File: src/rtl/shift_sequencer.sv
// Multicycle sequencer for the datapath shifter and its write-back into ALUOut.
// Outputs are decoded from the state register and the operands latched at acceptance.
module shift_sequencer #(
    parameter int DATA_W  = 32,
    parameter int SHAMT_W = 5
) (
    input  logic               clk,
    input  logic               reset,
    input  logic               start,
    input  logic [2:0]         op,
    input  logic [SHAMT_W-1:0] shamt,
    input  logic [SHAMT_W-1:0] rs_amt,
    output logic [2:0]         shifter_ctrl,
    output logic [SHAMT_W-1:0] shifter_n,
    output logic               m_shifter,
    output logic [1:0]         m_aluout,
    output logic               aluout_we,
    output logic               busy,
    output logic               done,
    output logic               illegal
);

    if (SHAMT_W != $clog2(DATA_W)) begin : g_width_check
        $error("SHAMT_W must equal log2(DATA_W)");
    end

    localparam logic [2:0] OP_SLL  = 3'b000;
    localparam logic [2:0] OP_SRL  = 3'b001;
    localparam logic [2:0] OP_SRA  = 3'b010;
    localparam logic [2:0] OP_LUI  = 3'b011;
    localparam logic [2:0] OP_SLLV = 3'b100;
    localparam logic [2:0] OP_SRAV = 3'b101;

    localparam logic [2:0] SH_HOLD = 3'b000;
    localparam logic [2:0] SH_LOAD = 3'b001;
    localparam logic [2:0] SH_SLL  = 3'b010;
    localparam logic [2:0] SH_SRL  = 3'b011;
    localparam logic [2:0] SH_SRA  = 3'b100;

    localparam logic [SHAMT_W-1:0] LUI_AMT = SHAMT_W'(16);

    typedef enum logic [2:0] {
        IDLE  = 3'd0,
        LOAD  = 3'd1,
        SHIFT = 3'd2,
        WB    = 3'd3,
        ERR   = 3'd4
    } state_t;

    state_t             state, state_next;
    logic [2:0]         op_q;
    logic [SHAMT_W-1:0] amt_q;
    logic [SHAMT_W-1:0] amt_sel;
    logic               op_illegal;
    logic               accept;

    assign op_illegal = (op[2:1] == 2'b11);
    assign accept     = (state == IDLE) && start;

    always_comb begin
        amt_sel = shamt;
        if (op == OP_LUI) begin
            amt_sel = LUI_AMT;
        end else if (op == OP_SLLV || op == OP_SRAV) begin
            amt_sel = rs_amt;
        end
    end

    always_ff @(posedge clk) begin
        if (reset) begin
            state <= IDLE;
            op_q  <= 3'b000;
            amt_q <= '0;
        end else begin
            state <= state_next;
            if (accept) begin
                op_q  <= op;
                amt_q <= amt_sel;
            end
        end
    end

    always_comb begin
        state_next = state;
        case (state)
            IDLE:    if (start) state_next = op_illegal ? ERR : LOAD;
            LOAD:    state_next = (amt_q == '0) ? WB : SHIFT;
            SHIFT:   state_next = WB;
            WB:      state_next = IDLE;
            ERR:     state_next = IDLE;
            default: state_next = IDLE;
        endcase
    end

    // Mux selection for LUI is held from LOAD through WB so the shifter keeps its source.
    always_comb begin
        shifter_ctrl = SH_HOLD;
        shifter_n    = '0;
        m_shifter    = 1'b0;
        m_aluout     = 2'b00;
        aluout_we    = 1'b0;
        busy         = 1'b0;
        done         = 1'b0;
        illegal      = 1'b0;
        case (state)
            LOAD: begin
                shifter_ctrl = SH_LOAD;
                shifter_n    = amt_q;
                m_shifter    = (op_q == OP_LUI);
                busy         = 1'b1;
            end
            SHIFT: begin
                case (op_q)
                    OP_SLL, OP_SLLV, OP_LUI: shifter_ctrl = SH_SLL;
                    OP_SRL:                  shifter_ctrl = SH_SRL;
                    OP_SRA, OP_SRAV:         shifter_ctrl = SH_SRA;
                    default:                 shifter_ctrl = SH_HOLD;
                endcase
                shifter_n = amt_q;
                m_shifter = (op_q == OP_LUI);
                busy      = 1'b1;
            end
            WB: begin
                shifter_n = amt_q;
                m_shifter = (op_q == OP_LUI);
                m_aluout  = 2'b10;
                aluout_we = 1'b1;
                busy      = 1'b1;
                done      = 1'b1;
            end
            ERR: begin
                shifter_n = amt_q;
                busy      = 1'b1;
                done      = 1'b1;
                illegal   = 1'b1;
            end
            default: ;
        endcase
    end

endmodule

File: config.mk
export PLATFORM = sky130hd
export DESIGN_NAME = shift_sequencer
export DESIGN_NICKNAME = d
export VERILOG_FILES = /design/src/rtl/shift_sequencer.sv
export SDC_FILE = /design/constraint.sdc
export NUM_CORES = 1
export LEC_CHECK = 0
export BUFFER_PORTS_ARGS = -buffer_cell sky130_fd_sc_hd__buf_2
export CAP_MARGIN = 5
export CORE_MARGIN = 1
export CORE_UTILIZATION = 42
export CTS_BUF_LIST = sky130_fd_sc_hd__clkbuf_4
export CTS_CLUSTER_DIAMETER = 200
export DETAILED_ROUTE_END_ITERATION = 6
export PLACE_DENSITY_LB_ADDON = 0.25
export SLEW_MARGIN = 40
export SYNTH_ARGS = -nofsm -noshare
export SYNTH_HDL_FRONTEND = slang
export SYNTH_SLANG_ARGS = --single-unit
File: constraint.sdc
create_clock -name clk -period 1.2 [get_ports clk]
set_input_delay 0.24 -clock clk [delete_from_list [all_inputs] [get_ports clk]]
set_output_delay 0.24 -clock clk [all_outputs]
set_load 0.02 [all_outputs]
Word level (Yosys, flattened, before mapping):

Cells that the tools add are included.

* add/subtract/negate cells: 0
* multipliers: 0
* div/mod/pow operators: 0
* order comparisons: 0
* equal/unequal tests: 14
* shift-type cells: 0
* muxes and demuxes: 15
* bitwise gates (word level): 0
* reductions and logical operators: 10

Operator list (number)
* 3-bit case mux with 3 select lines: 2
* 3-bit by 2-bit == test with 1-bit output, second input constant: 5
* 3-bit == test, second input constant: 5
* 5-bit 2-to-1 mux: 3
* 3-bit by 1-bit == test with 1-bit output, second input constant: 2
* 3-bit logical NOT: 2
* 1-bit 2-to-1 mux: 6
* 3-bit 2-to-1 mux: 2
* 3-bit case mux with 2 select lines: 1
* 3-bit OR reduction: 2
* 5-bit logical NOT: 1
* 2-bit OR reduction: 2
* 4-bit OR reduction: 1
* 2-bit == test, second input constant: 1
* 2-bit 2-to-1 mux: 1
* 2-bit != test, second input constant: 1
* 1-bit logical AND: 1
* 1-bit logical OR: 1

* register bits after elaboration: 11
* bits in latches: 0
* RAM bits: 0
* ROM bits: 0
* input bits: 16
* output and inout bits: 15
* memories kept: 0

Depth between registers and ports, before layout:

* depth in word-level cells: 4
* depth in mapped cells: 5
* gate-level depth less buffers: 4

Worst setup path after synthesis:

Ideal clock, no wire load.

* kind: register to output
* start point: reg state[1]
* end point: out shifter_n[0]
* arrival: 1.336 ns
* data required time: 0.960 ns
* slack: -0.376 ns
* cell stages (with the launch flop): 4
* path buffers: 0
* cells stage by stage: dfxtp_1 nor2_1 xnor2_1 and2_1

* word-level cells in the longest chain between the ends: 3

RTL lines
* start, declared: line 50 `state_t state, state_next;`
* start signal, assigned: line 75 `state <= state_next;`
* 3-bit by 2-bit == test with 1-bit output (tied with other cells): line 105 `case (state)`
* 4-bit OR reduction (no source line) *
* 5-bit 2-to-1 mux *: line 105
* end, declared: line 14 `output logic [SHAMT_W-1:0] shifter_n,`

Every way passes the cells marked *; elsewhere a longest branch is shown, timed or not.

Final worst setup path:

* start point: reg state[0]
* end point: out shifter_ctrl[0]

* word-level cells in the longest chain between the ends: 2

RTL lines
* 3-bit by 2-bit == test with 1-bit output or 3-bit by 1-bit == test with 1-bit output (tied branches): line 105
* 3-bit case mux with 2 select lines *: line 105
* end, declared: line 13 `output logic [2:0] shifter_ctrl,`

Marks and branches as above.

==> run summary <==
Synth Cell Area -> 648 um^2
Final Slew Violations -> 0
RSZ-0062 raised after global routing -> true
Sequential fraction of the synthesis area -> 34.0%
WL final -> 2.25 mm
CP max stage cell -> dfxtp_4
Diode count -> 0
Startpoint types -> flip-flop
Initial Util -> 47.4%
Vias after detailed routing -> 760
# nets final -> 144
Chip width -> 41.3 um
Remaining Overflow, GRT -> 0
CP endpoint kind -> output pin
CTS sink cnt -> 11
Placed cell area -> 1010 um^2
# rows -> 13
Main synth FF type -> dfxtp_1
Peak supply drop -> 0.00129 V
Post-synthesis net count -> 93
CTS tree -> yes
Yosys warns -> 0
Initial antenna violation count -> 0
Status -> complete, but fails checks
Pre-CTS WS -> -0.149 ns
P_leak -> 0.563 nW
Post-route ant nets -> 0
CTS Hold Bufs -> 0
Pwr Density -> 1250 nW/um^2
Input/output buffers -> 29
Hold WC Path Type -> in -> reg
Post-layout total power -> 1.51 mW
Buf/Inv on CP -> 1
Clock root buffer -> clkbuf_4
Hold Vio Cnt, Final -> 0
Top cells by count, synth -> dfxtp_1, nand2_1, nor2_1
Count of final setup violators -> 23
Gate Count Post-Synth -> 77
Die height -> 41.3 um
H-Tree Depth -> 1
Mean area per synthesized cell -> 8.42 um^2
CP required -> 0.96 ns
F_max -> 616 MHz
Crit path kind -> reg -> out
Count of TritonRoute iterations in the first routing pass -> 4
Share of cells above drive strength 1 -> 71.7%
Leading area contributor after synthesis -> dfxtp_1
PnR worst setup slack -> -0.422 ns
Cell area after layout -> 1210 um^2
Global-route wire length before repair -> 3.02 mm
Max Cap Violations -> 0
Asr flop ratio synth -> 0%
Drt drc -> 0
Crit Path Max Fanout -> 4
Dpl cells -> 134
Number of DRC markers in iteration 0 -> 5
Total GRT Usage -> 29.1%
Vias in the first global route -> 709
FF+latch count, synth -> 11
Cell Count, Final, Fillers Out -> 142
Routed WL per cell -> 15.9 um
Worst hold slack -> 0.213 ns
Area grow syn2layout -> 86.7%
Crit path max-delay family -> simple AND/OR/NAND/NOR gates
Largest net degree at the start of global routing -> 12
Num ports -> 31
Drt via density -> 5.35
Tcrit/Tclk final -> 135%
Final core area utilization -> 88.6%
EDFF count, synth -> 0
Slowest stage delay, CP -> 0.36 ns
Top cells by area, synth -> dfxtp_1, nand2_1, mux2i_1
Violated checks -> setup timing
Distinct cells, synth -> 29
Fill cells -> 64
Final Critical Period -> 1.62 ns
Clk_skew -> 0.00165 ns
Worst skew pair latency -> 0.28 ns
Post-synth top area share -> 34.0%
Crit path DAT -> 1.38 ns
Max Root-Sink Buffers -> 2
RD Place Congestion -> 0.691
Die ar. -> 1700 um^2
CP cell instances -> nand2b_4, or3_4, a21oi_4, buf_6
Setup TNS -> -6.57 ns
Clock transition at path regs -> 0.07 ns
CTS Buf Count -> 3
Core area -> 1370 um^2
Post-DP HPWL -> 1.35 mm
layer usage:
metal  up-vias  global-route usage (%)  part of all wire, %
met5         -                       0                    0
met4         0                    11.3                 0.84
met3         3                    8.70                  4.1
met2        27                    56.6                   57
met1       362                    27.9                   38
li1        368                       -                    -
worst register-to-register path, delay by kind of cell (launching register included):
family | cells | cell delay (ns)
simple gates | 1 | 0.34
compound gates | 2 | 0.25
buf+inv | 3 | 0.43
flops | 1 | 0.36
report_power, final:
group          switching [mW]  leakage, nW  internal, mW
clock                   0.136       0.0184         0.152
combinational           0.346        0.453         0.416
sequential             0.0534       0.0924         0.412
total                   0.535        0.563         0.980
cell usage in the layout, fill, tap and decap left out, types with 2 or more instances in the layout:
cell type | netlist | layout
buf_4 | 2 | 19
buf_6 | 0 | 16
a2bb2oi_1 | 4 | 4
clkbuf_4 | 0 | 4
nand2_2 | 0 | 3
nand2_1 | 11 | 8
buf_2 | 2 | 16
dfxtp_4 | 0 | 3
and2_4 | 0 | 6
nor2_1 | 8 | 6
a21oi_2 | 0 | 4
dfxtp_1 | 11 | 8
mux2i_1 | 4 | 4
nor3_2 | 1 | 2
nor4b_4 | 1 | 2
what timing repair did:
action                                  in CTS  in global routing
gates resized for setup                     28                 15
endpoints found under the setup margin      23                 24
pin swaps                                    9                 13
setup buffers                                1                  3
state kept, by name, summed over array words and instances, names as in the netlist:
name	flops
amt_q	5
state	3
op_q	3
area by class of cell:
| cell class | instances | area, um^2 | share of cell area, % |
|---|---|---|---|
| tap | 15 | 18.8 | 1.55 |
| clock buffer | 4 | 30.0 | 2.48 |
| sequential | 11 | 231 | 19.1 |
| multi-input combinational | 60 | 523 | 43.2 |
| timing repair buffer | 51 | 403 | 33.3 |
| inverter | 1 | 3.75 | 0.310 |
logic make-up (layout without fill, tap and decap cells):
logic type / count (synthesis) / count (layout) / share of synthesized area (%)
AOI/OAI and AO/OA: 14 / 14 / 15.4
xor gates and xnor gates: 1 / 1 / 1.35
buffers and inverters: 6 / 56 / 5.02
DFF: 11 / 11 / 34.0
muxes: 5 / 5 / 7.92
other: 1 / 1 / 0.579
and+or+nand+nor: 39 / 39 / 35.7
final timing paths:
path / endpoint / startpoint / cells after the start / slack (ns)
worst max register to register: state[0] / state[0] / 6 / -0.26
worst min-delay path: op_q[0] / op[0] / 3 / 0.21
worst min register to register: op_q[1] / op_q[1] / 2 / 0.55
worst max-delay path: shifter_ctrl[0] / state[0] / 4 / -0.42
Note: power is estimated with default switching activity, not from simulation.
